===== src/rtl/approx_adder_sched.sv =====
// Round-robin scheduler sharing one fixed-latency approximate adder between two requesters.
// Each result is checked against an exact sum, and the counters track operations and errors.
module approx_adder_sched #(
  parameter int W       = 16,
  parameter int ADD_LAT = 1,
  parameter int CNT_W   = 16
) (
  input  logic             clk,
  input  logic             rst,
  input  logic             req0_valid,
  output logic             req0_ready,
  input  logic [W-1:0]     req0_a,
  input  logic [W-1:0]     req0_b,
  input  logic             req0_cin,
  input  logic             req1_valid,
  output logic             req1_ready,
  input  logic [W-1:0]     req1_a,
  input  logic [W-1:0]     req1_b,
  input  logic             req1_cin,
  output logic             rsp0_valid,
  input  logic             rsp0_ready,
  output logic [W-1:0]     rsp0_sum,
  output logic             rsp0_err,
  output logic             rsp1_valid,
  input  logic             rsp1_ready,
  output logic [W-1:0]     rsp1_sum,
  output logic             rsp1_err,
  output logic [W-1:0]     add_a,
  output logic [W-1:0]     add_b,
  output logic             add_cin,
  input  logic [W-1:0]     add_sum,
  output logic [CNT_W-1:0] op_count,
  output logic [CNT_W-1:0] err_count,
  output logic             busy
);

  typedef enum logic [1:0] {IDLE, WAIT, RESP} state_t;

  localparam logic [3:0]       LAT     = 4'(ADD_LAT);
  localparam logic [CNT_W-1:0] CNT_MAX = {CNT_W{1'b1}};

  state_t         state;
  logic           rr_ptr;
  logic           gnt_id;
  logic [3:0]     wait_cnt;
  logic           grant;
  logic           accept;
  logic           rsp_hs;
  logic           cur_err;
  logic [W-1:0]   exact;

  // Ready is withheld during reset so a requester never sees a handshake that reset discards.
  always_comb begin
    grant      = rr_ptr ? req1_valid : !req0_valid;
    accept     = (state == IDLE) && !rst && (req0_valid || req1_valid);
    req0_ready = accept && !grant;
    req1_ready = accept && grant;
    exact      = add_a + add_b + W'(add_cin);
    rsp_hs     = gnt_id ? (rsp1_valid && rsp1_ready) : (rsp0_valid && rsp0_ready);
    cur_err    = gnt_id ? rsp1_err : rsp0_err;
    busy       = (state != IDLE);
  end

  always_ff @(posedge clk) begin
    if (rst) begin
      state      <= IDLE;
      rr_ptr     <= 1'b0;
      gnt_id     <= 1'b0;
      wait_cnt   <= '0;
      add_a      <= '0;
      add_b      <= '0;
      add_cin    <= 1'b0;
      rsp0_valid <= 1'b0;
      rsp0_sum   <= '0;
      rsp0_err   <= 1'b0;
      rsp1_valid <= 1'b0;
      rsp1_sum   <= '0;
      rsp1_err   <= 1'b0;
      op_count   <= '0;
      err_count  <= '0;
    end else begin
      case (state)
        IDLE: begin
          if (accept) begin
            add_a    <= grant ? req1_a : req0_a;
            add_b    <= grant ? req1_b : req0_b;
            add_cin  <= grant ? req1_cin : req0_cin;
            gnt_id   <= grant;
            rr_ptr   <= ~grant;
            wait_cnt <= LAT;
            state    <= WAIT;
          end
        end
        // The final WAIT cycle is the one in which the adder output is valid.
        WAIT: begin
          wait_cnt <= wait_cnt - 4'd1;
          if (wait_cnt <= 4'd1) begin
            if (gnt_id) begin
              rsp1_valid <= 1'b1;
              rsp1_sum   <= add_sum;
              rsp1_err   <= (add_sum != exact);
            end else begin
              rsp0_valid <= 1'b1;
              rsp0_sum   <= add_sum;
              rsp0_err   <= (add_sum != exact);
            end
            state <= RESP;
          end
        end
        RESP: begin
          if (rsp_hs) begin
            if (gnt_id) rsp1_valid <= 1'b0;
            else        rsp0_valid <= 1'b0;
            if (op_count != CNT_MAX)             op_count  <= op_count + 1'b1;
            if (cur_err && err_count != CNT_MAX) err_count <= err_count + 1'b1;
            state <= IDLE;
          end
        end
        default: state <= IDLE;
      endcase
    end
  end

endmodule

===== config.mk =====
export PLATFORM = sky130hd
export DESIGN_NAME = approx_adder_sched
export DESIGN_NICKNAME = d
export VERILOG_FILES = /design/src/rtl/approx_adder_sched.sv
export SDC_FILE = /design/constraint.sdc
export NUM_CORES = 1
export LEC_CHECK = 0
export BUFFER_PORTS_ARGS = -buffer_cell sky130_fd_sc_hd__buf_2
export CAP_MARGIN = 10
export CELL_PAD_IN_SITES_DETAIL_PLACEMENT = 0
export CELL_PAD_IN_SITES_GLOBAL_PLACEMENT = 1
export CORE_MARGIN = 1.5
export CORE_UTILIZATION = 36
export DETAILED_ROUTE_END_ITERATION = 6
export GPL_ROUTABILITY_DRIVEN = 0
export GPL_TIMING_DRIVEN = 0
export PLACE_DENSITY_LB_ADDON = 0.1
export SLEW_MARGIN = 20
export SYNTH_ARGS = -nofsm -noshare
export SYNTH_HDL_FRONTEND = slang
export SYNTH_SLANG_ARGS = --single-unit
export TNS_END_PERCENT = 1

===== constraint.sdc =====
create_clock -name clk -period 3.5 [get_ports clk]
set_input_delay 0.35 -clock clk [delete_from_list [all_inputs] [get_ports clk]]
set_output_delay 0.35 -clock clk [all_outputs]
set_load 0.02 [all_outputs]

======== Word level (Yosys, flattened, before mapping) ========
Index checks and enable logic that the tools add are counted.
cells by class
  add/subtract/negate cells ............... 5
  magnitude comparators ................... 1
  equal/unequal tests ..................... 12
  mux-type cells .......................... 22
  bitwise operators ....................... 2
  reduce and logical (&&, ||, !) cells .... 24
operator list
  cell                                                                   number
  16-bit by 1-bit adder with 16-bit output, second input constant        2
  16-bit two-way mux                                                     2
  16-bit != test, second input constant                                  2
  16-bit by 1-bit adder with 16-bit output                               1
  16-bit adder                                                           1
  16-bit != test                                                         1
  3-bit AND reduction                                                    5
  2-bit != test, second input constant                                   7
  1-bit two-way mux                                                      12
  5-bit AND reduction                                                    2
  4-bit case mux with 2 select lines                                     1
  1-bit logical AND                                                      7
  2-bit two-way mux                                                      3
  2-bit case mux with 3 select lines                                     1
  2-bit nonzero test                                                     3
  4-bit by 1-bit <= comparator with 1-bit output, second input constant  1
  4-bit two-way mux                                                      1
  1-bit case mux with 2 select lines                                     2
  2-bit AND reduction                                                    2
  4-bit by 1-bit subtractor with 4-bit output, second input constant     1
  1-bit zero test                                                        3
  2-bit by 1-bit == test with 1-bit output, second input constant        1
  2-bit == test, second input constant                                   1
  2-bit zero test                                                        1
  other kinds (2)                                                        3
word-level totals
  bits in registers ....................... 109
  input port bits ......................... 88
  output and inout port bits .............. 104

======== Longest topological paths before layout ========
Gate-level depths: netlist of run 1.
  depth in word-level cells ............... 5
  depth in mapped cells ................... 9

======== Worst setup path after synthesis of run 1 ========
Ideal clock, no wire load.
  path type ............................... reg2reg
  from .................................... reg add_a[0]
  to ...................................... reg rsp0_err
  library setup time ...................... 0.134 ns
  arrival time ............................ 2.756 ns
  data required time ...................... 3.366 ns
  path slack .............................. 0.611 ns
  stages on the path, launching flop included .. 10
  buffers on the path ..................... 0
  cells stage by stage .................... dfxtp_1 -> fa_1 -> fa_1 -> a211oi_2 -> nor2_1 -> o41ai_4 -> xnor2_1 -> or4_1 -> nor4_2 -> a311oi_1
between the ends
  word-level cells in the longest chain between the ends .. 3
RTL lines
  item                                      line  source
  start: declaration                        28    output logic [W-1:0] add_a,
  start signal: assignment                  85    add_a <= grant ? req1_a : req0_a;
  16-bit adder                              58    exact = add_a + add_b + W'(add_cin);
  16-bit by 1-bit adder with 16-bit output  58
  16-bit != test                            105   rsp0_err <= (add_sum != exact);
  end signal: assignment                    105
  end: declaration                          23    output logic rsp0_err,
No other way between the ends.
A chain may end at the register's enable or synchronous reset.

======== Worst setup path after layout of run 1 ========
  from .................................... reg add_a[0]
  to ...................................... reg rsp1_err
between the ends
  word-level cells in the longest chain between the ends .. 3
RTL lines
  item                                      line  source
  16-bit adder                              58
  16-bit by 1-bit adder with 16-bit output  58
  16-bit != test                            101   rsp1_err <= (add_sum != exact);
  end signal: assignment                    101
  end: declaration                          27    output logic rsp1_err,
No other way between the ends.

==> impl.org, run 1 <==
** Run status
- Run status :: finished, final reports clean

** Synth
- The synthesized netlist contains 51 unique library cells.
- After synthesis, the share of flip-flops with an asynchronous set or reset is 0%.
- Summed over its instances, the top area cell type makes up 39.7% of the synthesized netlist area.
- The share of the Yosys chip area taken by registers is 39.7%.
- The synthesized netlist occupies a cell area of 5490 um2.
- Top area cells in the synthesized netlist :: dfxtp_1, mux2i_1, nand2_1
- Counting flops with a built-in enable in the synthesized netlist gives 0.
- Avg Synthesized Cell Area :: 8.45 um2
- Main synth FF type :: dfxtp_1
- Synth top cells by count :: dfxtp_1, nand2_1, nor2_1
- Area leader, netlist :: dfxtp_1
- Number of synthesized register bits :: 109
- In the post-synthesis netlist, the cell with the most instances is dfxtp_1.
- Total number of yosys warnings :: 0
- Synth Net Count :: 758
- Post-Syn Instances :: 650

** Timing
- Period utilisation layout :: 89.6%
- In this run the tightest slew margin relative to its limit is 37.4%.
- Worst hold slack across all endpoints :: 0.278 ns
- Between clock sinks in the finished design, the worst skew comes to 0.00661 ns.
- At the pin with the least slew margin, the transition time is 0.930 ns.
- Setup total negative slack on the finished layout was measured at 0 ns.
- Setup repair after global routing missed its margin :: false
- The number of pins with negative max-slew slack in the final report is 0.
- The routed design could run at a clock period as short as 3.14 ns.
- The number of failing hold endpoints at the final stage came to 0.
- Derived from the worst setup path, the maximum achievable clock frequency is 319 MHz.
- Count of endpoints failing setup in the final report :: 0

** Floorplan
- In this run the horizontal extent of the chip is 127 um.
- The die is 127 um tall.
- The initial utilization of the core area, before any placement, comes to 37.4%.
- Area of the core :: 14700 um2
- The die covers 16000 um2.
- Pin placement for this block handled 192 I/O pins.
- Number of standard-cell rows in the floorplan :: 44

** Final layout
- Share of final-layout standard cells stronger than drive strength 1 :: 26.3%
- 0 antenna diodes ended up in the layout.
- Relative to the synthesized area, the layout overhead comes to 26.9%.
- The finished layout holds 1040 standard cells, fillers aside.
- Total number of nets in the final design :: 959
- Post-layout utilization of the core :: 47.4%
- After filler insertion, the fill cell instance count of the layout stands at 1501.
- Summing all non-filler instances in the final layout gives an area of 6970 um2.

** GRT
- The number of antenna violations at the first check in global routing came to 0.
- Overall routing resource usage :: 20.3%
- The number of global-route vias before repair is 4989.
- For met3 alone, demand over resource in global routing was 4.68%.
- First-pass GRT wire length :: 25.7 mm
- Global routing used 31.4% of the available met2 tracks.
- The layer flagged by global routing as most heavily used is met2.
- Entering global routing, the biggest net connects 17 pins.
- GR Util met1 :: 28.4%
- Global routing finished with a remaining overflow of 0.

** Setup path
- Walking the worst path, the cells encountered are fa_1 > fa_1 > xor3_4 > nor3_1 > o221a_2 > o2111a_1 > nand4_1 > nor4_2 > a311oi_1.
- Type of destination of the critical path :: register
- The cell family contributing the most delay on the critical path is adder cells.
- Startpoint class of the critical path :: register
- On the worst path, the slowest cell contributes a delay of 0.51 ns.
- Max FO, Critical Path :: 3
- At the worst endpoint, the required time is 3.71 ns.
- CP max-delay cell :: fa_1
- Data arrival time of the critical path :: 3.35 ns
- The critical path in this run is classified as reg -> reg.
- Crit path buffers/inverters :: 0
- Cell type with the highest occurrence count on the critical path :: fa_1

** Placed design
- Including well taps, the total number of placed cells is 1024.
- IO buf count :: 190
- Placed cell areas :: 6670 um2
- Detailed-placement wirelength estimate :: 12.8 mm

** CTS
- After clock tree synthesis, the repair step resized 0 gates.
- Clock network latency to the later pin of the worst-skew pair :: 0.35 ns
- Post-CTS timing repair inserted 0 buffers for setup.
- Sink Count :: 109
- Clock tree synthesis selected as its root buffer the cell clkbuf_16.
- CTS buffer count :: 9
- Maximum clock path buffer count :: 2
- CTS tree :: built
- Htree depth :: 3
- After clock tree synthesis, the clock-pin slew on the worst setup and hold paths is 0.07 ns.
- # hold bufs at CTS :: 0

** Route
- Total wire length after detailed routing :: 16.1 mm
- Post-DR vias/cell :: 5.00
- Before antenna repair, the detailed router went through 4 iterations.
- Drt first-iter violations :: 275
- After detailed routing, the average wire length per cell comes to 15.5 um.
- The routed layout has 5199 vias.
- Antenna viol nets, final :: 0
- After detailed routing, the number of remaining DRC violations is 0.

** Power and ir drop
- In this run the power density over the cells is 576 nW/um2.
- IR analysis of the VDD net gives a maximum drop of 0.258 mV.
- Summed over all cells, the static leakage comes to 0.00313 uW.

** Run
- Count of max-cap constraint violations :: 0

** Min path
- Classification of the worst-slack hold path :: in -> reg
-- cells in the final DEF, fill, tap and decap left out, drive strengths merged, types with 4 or more instances in the layout --
cell    netlist  final
nor3         15     15
o21a          4      4
a21oi        58     58
mux2i        38     38
ha           18     18
clkbuf       23     35
and2          7      7
or3           9      9
nand2        83     83
nor2         83     83
a31oi         4      4
nand4         8      8
nand2b        4      4
nor4          4      4
and3          7      7
xnor2        26     26
inv          10     10
o21ai        23     23
buf          10    200
xor2         20     20
dfxtp       109    109
nand3        13     13
a211oi       37     37
-- path summary, 6_finish.rpt --
path	from	to	cells after the start	slack (ns)
worst max-delay path	add_a[0]	rsp1_err	9	0.36
worst max register to register	add_a[0]	rsp1_err	9	0.36
worst min register to register	rsp1_sum[12]	rsp1_sum[12]	2	0.45
worst min-delay path	add_sum[11]	rsp1_sum[11]	3	0.28
-- registers in the layout, indices dropped and copies added, names as in the netlist --
name and flops:
state 2, rsp0_valid 1, rsp1_valid 1, add_b 16, add_a 16, rsp0_sum 16
rsp0_err 1, wait_cnt 4, rr_ptr 1, add_cin 1, rsp1_err 1, gnt_id 1
err_count 16, rsp1_sum 16, op_count 16
-- per-layer routing --
layer | wire (um) | share of wire [%]
met5 | 0 | 0
met4 | 168 | 1.0
met3 | 972 | 6.0
met2 | 6830 | 42
met1 | 8160 | 51
-- logic make-up (layout without fill, tap and decap cells) --
| group | Yosys count | in the layout | share of synthesized area, % |
|---|---|---|---|
| AND/OR/NAND/NOR | 248 | 248 | 20.6 |
| AO/OA/AOI/OAI | 143 | 143 | 16.5 |
| flip-flops | 109 | 109 | 39.7 |
| XOR/XNOR | 47 | 47 | 7.84 |
| buffers and inverters | 43 | 249 | 3.12 |
| multiplexers | 40 | 40 | 7.34 |
| adder cells (fa/ha/maj) | 20 | 20 | 4.83 |
-- final cells by class --
type                    instances  area [um2]  area share (%)
plain buffers                  33         134            1.92
inverters                      10        37.5           0.539
well taps                     184         230            3.30
clock inverters                 4        47.5           0.682
clock buffers                  12         246            3.54
multi-input cells             498        3140            45.0
repair buffers                190         951            13.6
flip-flops and latches        109        2180            31.3
-- worst reg2reg max path: cells and delay by family (launching register included) --
family	cells	cell delay, ns
fa+ha+maj	2	1.00
simple gates	3	0.65
compound gates	3	0.54
xor+xnor	1	0.46
flops	1	0.35
-- metrics by stage --
stage                     setup WS [ns]  power [uW]
after global routing              0.154        4260
final                             0.364        4010
after floorplan                   0.611        2550
after global placement            0.358        3000
after CTS                         0.351        4050
after detailed placement          0.364        3010
-- report_power, final --
group / total, uW / switching (uW) / internal [uW]
logic: 1470 / 892 / 580
registers: 1510 / 129 / 1390
clock network: 1030 / 454 / 573
total: 4010 / 1470 / 2540
Power figures use the tool's default switching activity.
==> run 2, diff against run 1 <==
--- a/config.mk
+++ b/config.mk
@@ -11,10 +11,11 @@
 export CELL_PAD_IN_SITES_GLOBAL_PLACEMENT = 1
 export CORE_MARGIN = 1.5
 export CORE_UTILIZATION = 36
+export CTS_BUF_LIST = sky130_fd_sc_hd__clkbuf_8 sky130_fd_sc_hd__clkbuf_16
 export DETAILED_ROUTE_END_ITERATION = 6
 export GPL_ROUTABILITY_DRIVEN = 0
 export GPL_TIMING_DRIVEN = 0
-export PLACE_DENSITY_LB_ADDON = 0.1
+export PLACE_DENSITY = 0.8
 export SLEW_MARGIN = 20
 export SYNTH_ARGS = -nofsm -noshare
 export SYNTH_HDL_FRONTEND = slang
==> impl.org, run 2 (synthesized netlist as in run 1, its figures left out) <==
** Run status
- The run finished with clean final reports.

** Setup path
- Data arrival time of the critical path :: 3.42 ns (+0.07 ns)
- By instance count, the cell type seen most on the critical path is fa_1.
- STA classifies the critical path endpoint as a register.
- The number of cells on the worst reg-to-reg path was 9 (unchanged).
- The highest net fanout along the worst path is 3 (unchanged).
- Ordered list of cells on the worst path :: fa_1 > fa_1 > xor3_4 > nor3_1 > o221a_2 > o2111a_1 > nand4_1 > nor4_2 > a311oi_1
- Minimum setup slack among reg-to-reg paths :: 0.30 ns (-0.06 ns)
- The endpoint identified for the worst register-to-register timing path is rsp0_err.
- Launch point of the worst reg-to-reg path :: add_a[0]
- Worst stage delay on the critical path :: 0.51 ns (about the same)
- By startpoint and endpoint, the worst setup path is classified as reg -> reg.
- On the critical path, the stage with the largest delay is an instance of fa_1.
- The endpoint required time on the critical path is 3.72 ns (about the same).
- Largest delay share family, worst path :: adder cells
- Crit path buffers/inverters :: 0 (unchanged)
- Startpoint class of the critical path :: register

** CTS
- TritonCTS built the clock tree.
- The number of gates resized after CTS came to 0 (unchanged).
- Htree depth :: 3 (unchanged)
- Maximum clock path buffer count :: 2 (unchanged)
- Number of buffers added for setup after CTS :: 0 (unchanged)
- The number of buffers inserted during clock tree synthesis is 9 (unchanged).
- The TritonCTS sink count was 109 (unchanged).
- Buffer cell driving the clock tree root :: clkbuf_16
- The source-to-sink clock delay at the later pin of the worst-skew pair was 0.35 ns (about the same).
- The clock-pin transition on the worst setup and hold timing paths is 0.07 ns (about the same).
- # hold bufs at CTS :: 0 (unchanged)

** Power and ir drop
- Max VDD drop :: 0.268 mV (+3.8%)
- The power per unit of standard cell area was 577 nW/um2 (+0.17%).
- The total power is 4030 uW (+0.32%).
- Leakage :: 0.00315 uW (+0.50%)

** Timing
- Period utilisation layout :: 91.4% (+1.8 points)
- Worst-Margin Slew :: 0.883 ns (-0.0473 ns)
- The clock skew was 0.00716 ns (+0.000554 ns).
- Timing-limited maximum frequency :: 313 MHz (-2.0%)
- The total negative slack is 0 ns (unchanged).
- The number of pins with negative max-slew slack in the final report came to 0 (unchanged).
- Setup repair after global routing missed its margin :: false
- Number of hold violations in the final report :: 0 (unchanged)
- The worst-case headroom to the max-slew limit is 40.6% (+3.2 points).
- Count of endpoints failing setup in the final report :: 0 (unchanged)
- The post-route worst hold slack is 0.269 ns (-0.00890 ns).
- The final critical delay including setup and external delays came to 3.20 ns (+0.0627 ns).

** Min path
- For hold timing, the worst endpoint is rsp0_sum[14].
- The tightest min-delay check is of the in -> reg type.
- The number of cells on the worst hold path is 3 (unchanged).
- The worst hold path begins at add_sum[14].

** GRT
- First-pass GRT wire length :: 25.8 mm (+0.27%)
- Initial antenna violation count :: 0 (unchanged)
- The met2 capacity usage during global routing came to 31.8% (+0.39 points).
- The global-route track usage on met1 came to 28.4% (about the same).
- The maximum number of pins on one net before global-route repair is 17 (unchanged).
- Peak-usage layer in the global routing report :: met2
- The overall routing resource usage came to 20.5% (+0.11 points).
- The total global routing overflow is 0 (unchanged).
- Number of global-route vias before repair :: 4873 (-2.3%)
- The global routing met3 resource utilization came to 4.18% (-0.51 points).

** Placed design
- The sum of net half-perimeters after detailed placement is 12.4 mm (-3.0%).
- IO buf count :: 190 (unchanged)
- The placed instance area is 6670 um2 (unchanged).

** Final layout
- The count of fill cells added during filler insertion was 1523 (+1.5%).
- Share of final-layout standard cells stronger than drive strength 1 :: 26.3% (unchanged)
- The multi-input gate area in the final layout was 3140 um2 (unchanged).
- Total number of nets in the final design :: 959 (unchanged)
- The area of all placed cells without fillers came to 6980 um2 (+0.14%).
- Area growth from synthesis to layout :: 27.0%
- The library cell used most frequently in the layout, excluding fill and tap cells, is buf_2.
- Post-layout utilization of the core :: 47.5% (+0.068 points)
- Commonest cells after routing, fill and taps aside :: buf_2, dfxtp_1, nor2_1, nand2_1, a21oi_1
- Antenna cell count :: 0 (unchanged)
- The sequential cell area in the final layout was 2180 um2 (unchanged).

** Floorplan
- The die width was 127 um (unchanged).
- Number of I/O pins :: 192 (unchanged)
- Die Area :: 16000 um2 (unchanged)
- Number of standard-cell rows in the floorplan :: 44 (unchanged)
- Initial core utilization :: 37.4% (unchanged)
- Area of the core :: 14700 um2 (unchanged)
- Vert. Die Dim :: 127 um (unchanged)

** Route
- Drt first-iter violations :: 251 (-8.7%)
- Detailed-route DRC error count :: 0 (unchanged)
- The post-detailed-routing wire length was 15.9 mm (-1.6%).
- Post-DR vias/cell :: 5.02 (+0.46%)
- Routed wire length per instance :: 15.3 um (-1.6%)
- The total vias in the final route is 5223 (+0.46%).
- The number of iterations in the first detailed-routing pass was 5 (+1).
- Antenna viol nets, final :: 0 (unchanged)

** Run
- The number of max-capacitance violations reported was 0 (unchanged).
==> run 2: area by class of cell <==
cell class                      count  area share (%)
Buffer                             33            1.92
Clock buffer                       11            3.62
Clock inverter                      5           0.735
Inverter                           10           0.538
Multi-Input combinational cell    498            45.0
Sequential cell                   109            31.3
Tap cell                          184            3.30
Timing Repair Buffer              190            13.6
==> run 2: report_power, final <==
group          internal [uW]  switching, uW
Combinational            579            885
Sequential              1390            127
Clock                    590            461
Total                   2550           1470
==> run 2: how the worst max path moves through the flow <==
| stage | startpoint | endpoint | depth (start not counted) |
|---|---|---|---|
| after floorplan | add_a[0] | rsp0_err | 9 |
| after global placement | add_a[0] | rsp1_err | 9 |
| after detailed placement | add_a[0] | rsp0_err | 9 |
| after CTS | add_a[0] | rsp0_err | 9 |
| after global routing | add_a[0] | rsp1_err | 9 |
| final | add_a[0] | rsp0_err | 9 |
==> run 2: per-stage QoR <==
step	worst slack, ns	std cells
floorplan	0.611	650
global placement	0.330	1024
detailed placement	0.282	1024
CTS	0.274	1040
global route	0.110	1040
finish	0.301	1040
==> run 2: layer usage <==
layer | share of wire (%) | wire, um
met5 | 0 | 0
met4 | 1.4 | 218
met3 | 6.6 | 1040
met2 | 44 | 7040
met1 | 48 | 7560
==> run 2: worst reg2reg max path: cells and delay by family, from the launching register on <==
family / cells / cell delay [ns]
XOR/XNOR: 1 / 0.46
AND/OR/NAND/NOR: 3 / 0.71
AO/OA/AOI/OAI: 3 / 0.55
adder cells (fa/ha/maj): 2 / 0.99
flip-flops: 1 / 0.36
==> run 3, diff against run 2 <==
--- a/config.mk
+++ b/config.mk
@@ -5,12 +5,13 @@
 export SDC_FILE = /design/constraint.sdc
 export NUM_CORES = 1
 export LEC_CHECK = 0
+export ABC_AREA = 1
 export BUFFER_PORTS_ARGS = -buffer_cell sky130_fd_sc_hd__buf_2
 export CAP_MARGIN = 10
 export CELL_PAD_IN_SITES_DETAIL_PLACEMENT = 0
 export CELL_PAD_IN_SITES_GLOBAL_PLACEMENT = 1
 export CORE_MARGIN = 1.5
-export CORE_UTILIZATION = 36
+export CORE_UTILIZATION = 35
 export CTS_BUF_LIST = sky130_fd_sc_hd__clkbuf_8 sky130_fd_sc_hd__clkbuf_16
 export DETAILED_ROUTE_END_ITERATION = 6
 export GPL_ROUTABILITY_DRIVEN = 0
==> impl.org, run 3 <==
** Synth
- The count of distinct cell types in the synthesized netlist came to 45 (-12%).
- The number of synthesized register bits is 109 (unchanged).
- The most used flip-flop cell after synthesis is dfxtp_1.
- The synthesized instance count is 841 (+29%).
- The post-synth net total was 949 (+25%).
- The proportion of netlist area held by the largest area contributor is 38.0% (-1.8 points).
- Share of synthesized flip-flops with an asynchronous set or reset :: 0% (unchanged)
- Synth top cells by count :: nand2_1, dfxtp_1, nor2_1
- The number of synthesized flops with an enable pin was 0 (unchanged).
- Area leader, netlist :: dfxtp_1
- Cell area after technology mapping :: 5750 um2 (+4.6%)
- The synthesized area per cell was 6.83 um2 (-19%).
- Total number of yosys warnings :: 0 (unchanged)
- Top area cells in the synthesized netlist :: dfxtp_1, nand2_1, nor2_1
- The most common cell in the synthesized netlist is nand2_1.
- The sequential-to-total area share from yosys stat was 38.0% (-1.8 points).

** CTS
- The number of gates resized after CTS is 0 (unchanged).
- The number of buffers inserted during clock tree synthesis was 9 (unchanged).
- The source-to-sink clock delay at the later pin of the worst-skew pair is 0.36 ns (about the same).
- The clock-pin transition on the worst setup and hold timing paths was 0.08 ns (about the same).
- The count of hold-fix buffers inserted at cts was 0 (unchanged).
- The level count of the clock H-tree was 3 (unchanged).
- The TritonCTS sink count is 109 (unchanged).
- Maximum clock path buffer count :: 2 (unchanged)
- TritonCTS built the clock tree.
- The tree is rooted in a clkbuf_16.
- The count of buffers added by post-CTS timing repair for setup was 0 (unchanged).

** Route
- Total vias in the final route :: 6001 (+15%)
- The average wire per standard cell came to 14.4 um (-5.4%).
- Drt first-iter violations :: 396 (+58%)
- The number of iterations in the first detailed-routing pass came to 5 (unchanged).
- The remaining number of nets flagged by the antenna check after routing is 0 (unchanged).
- Post-DR vias/cell :: 4.74 (-5.5%)
- The detailed-route DRC error count was 0 (unchanged).
- The post-detailed-routing wire length was 18.2 mm (+15%).

** Timing
- Final count of pins violating max slew :: 0 (unchanged)
- Crit path time final :: 2.65 ns (-0.551 ns)
- Setup tns final :: 0 ns (unchanged)
- Setup repair after global routing missed its margin :: false
- The maximum operating frequency came to 378 MHz (+21%).
- Clk_skew :: 0.00895 ns (+0.00179 ns)
- Period utilisation layout :: 75.6% (-16 points)
- Number of hold violations in the final report :: 0 (unchanged)
- Count of endpoints failing setup in the final report :: 0 (unchanged)
- The transition time at the pin with the least slew margin was 0.690 ns (-0.193 ns).
- The worst-case headroom to the max-slew limit was 54.0% (+13 points).

** GRT
- The overall routing resource usage was 21.2% (+0.71 points).
- The met2 capacity usage during global routing was 33.0% (+1.2 points).
- The global-route wire length before repair is 28.9 mm (+12%).
- Met3 track demand over resource :: 4.21% (+0.030 points)
- The number of global-route vias before repair is 5481 (+12%).
- Largest net degree at the start of global routing :: 20 (+3)
- GR Util met1 :: 29.5% (+1.1 points)
- Total overflow reported by the global router :: 0 (unchanged)
- The number of antenna violations at the first check in global routing came to 0 (unchanged).
- The layer flagged by global routing as most heavily used is met2.

** Floorplan
- The die width is 131 um (+3.7%).
- The number of rows created at floorplan came to 46 (+4.5%).
- The effective utilization at floorplan is 36.0% (-1.3 points).
- Number of I/O pins :: 192 (unchanged)
- The height of the die is 131 um (+3.7%).
- Die Area :: 17200 um2 (+7.4%)
- Area of the core :: 15900 um2 (+8.5%)

** Setup path
- The reg2reg setup slack came to 0.85 ns (+0.55 ns).
- The highest net fanout along the worst path came to 5 (+2).
- Data arrival time of the critical path :: 2.90 ns (-0.52 ns)
- STA classifies the critical path endpoint as a register.
- The worst register-to-register path ends at rsp0_err.
- The startpoint identified for the worst register-to-register timing path is add_a[0].
- Number of cell instances on the worst register-to-register path :: 16 (+7)
- Start-to-end type of the worst setup path :: reg -> reg
- Startpoint class of the critical path :: register
- Required time at the worst-slack endpoint :: 3.76 ns (+0.04 ns)
- CP startpoint :: add_a[0]

** Final layout
- The count of fill cells added during filler insertion came to 1718 (+13%).
- Most common cell after layout, fill and taps aside :: nand2_1
- The fraction of final layout cells with drive strength greater than 1 came to 23.6% (-2.7 points).
- Layout Cell Area excl Fill :: 7280 um2 (+4.4%)
- The number of standard cells in the final layout excluding fillers is 1265 (+22%).
- The final core utilization came to 45.7% (-1.8 points).
- Commonest cells after routing, fill and taps aside :: nand2_1, buf_2, dfxtp_1, nor2_1, inv_1
- Total number of nets in the final design :: 1151 (+20%)
- Compared with the post-synthesis result, the final layout area differs by 26.7%.

** Power and ir drop
- Max VDD drop :: 0.246 mV (-8.1%)
- PwrDens :: 499 nW/um2 (-14%)
- Leakage :: 0.00354 uW (+13%)

** Run
- The number of max-capacitance violations reported came to 0 (unchanged).

** Placed design
- The sum of net half-perimeters after detailed placement came to 14.7 mm (+18%).
- IO buf count :: 191 (+0.53%)
- Placed cell areas :: 6970 um2 (+4.5%)
- Placed cells :: 1248 (+22%)

** Min path
- The worst hold path begins at req1_a[0].
- In this run the worst hold path is classified as in -> reg.
- Worst Hold End :: add_a[0]
- The number of cells on the worst hold path came to 3 (unchanged).

** Run status
- The flow ran to the end, and the final reports show no timing, DRC or antenna violations.
## run 3: cell types whose count changed after synthesis, sizes merged, moves of 9 or more
cell and delta:
xor2 -12, mux2i -38, xnor2 -22, or3 -9, nand3 +23, a31oi +31
o21ai +33, inv +84, nand2 +167, a211oi -35, nor2 +14
## run 3: how the worst max path moves through the flow
stage,endpoint,depth (start not counted)
2_1_floorplan,rsp0_err,16
5_1_grt,rsp0_err,16
6_report,rsp0_err,16
3_5_place_dp,rsp0_err,16
3_3_place_gp,rsp0_err,16
4_1_cts,rsp0_err,16
## run 3: kinds of logic (layout without fill, tap and decap cells)
family | Yosys count | in the layout | synth area share, %
XOR/XNOR | 12 | 12 | 1.83
other | 0 | 1 | 0
buffers and inverters | 120 | 327 | 8.10
adder cells (fa/ha/maj) | 20 | 20 | 4.62
flip-flops | 109 | 109 | 38.0
AND/OR/NAND/NOR | 422 | 422 | 32.1
AO/OA/AOI/OAI | 158 | 158 | 15.4
## run 3: worst max-delay path: stages (launching register included)
cell and delay [ns]:
dfxtp_1 0.37, fa_1 0.51, fa_1 0.41, nand2_1 0.11, nand2_1 0.13, nand3_1 0.11
nand2_1 0.11, nand2_1 0.08, nand2_1 0.05, nor2_1 0.09, nand2_1 0.08, nor2_1 0.09
nand2_1 0.06, nor2_1 0.08, nand3_1 0.11, nor2_1 0.11, nor2_1 0.04
## run 3: area by class of cell
type | count | area (um2) | area share, %
Sequential cell | 109 | 2180 | 30.0
Buffer | 26 | 108 | 1.48
Antenna cell | 1 | 2.50 | 0.0344
Inverter | 94 | 358 | 4.91
Timing Repair Buffer | 191 | 956 | 13.1
Multi-Input combinational cell | 612 | 3100 | 42.6
Clock buffer | 9 | 225 | 3.09
Tap cell | 216 | 270 | 3.71
Clock inverter | 7 | 81.3 | 1.12
## run 3: metrics by stage
| stage | total power (uW) | setup slack (ns) | hold slack (ns) |
|---|---|---|---|
| floorplan | 2200 | 1.15 | 0.452 |
| global placement | 2580 | 0.858 | 0.470 |
| detailed placement | 2590 | 0.858 | 0.467 |
| CTS | 3650 | 0.850 | 0.239 |
| global route | 3840 | 0.597 | 0.251 |
| finish | 3630 | 0.853 | 0.249 |
## run 3: per-layer routing
| metal | vias up | wire (um) |
|---|---|---|
| li1 | 3150 | - |
| met1 | 2635 | 8960 |
| met2 | 199 | 7830 |
| met3 | 17 | 1180 |
| met4 | 0 | 269 |
| met5 | - | 0 |
## run 3: power by group
part           total, uW  leakage, uW  internal (uW)  switching, uW
Clock               1070     0.000147            566            505
Combinational       1060      0.00251            362            701
Sequential          1500     0.000886           1380            115
Total               3630      0.00354           2310           1320
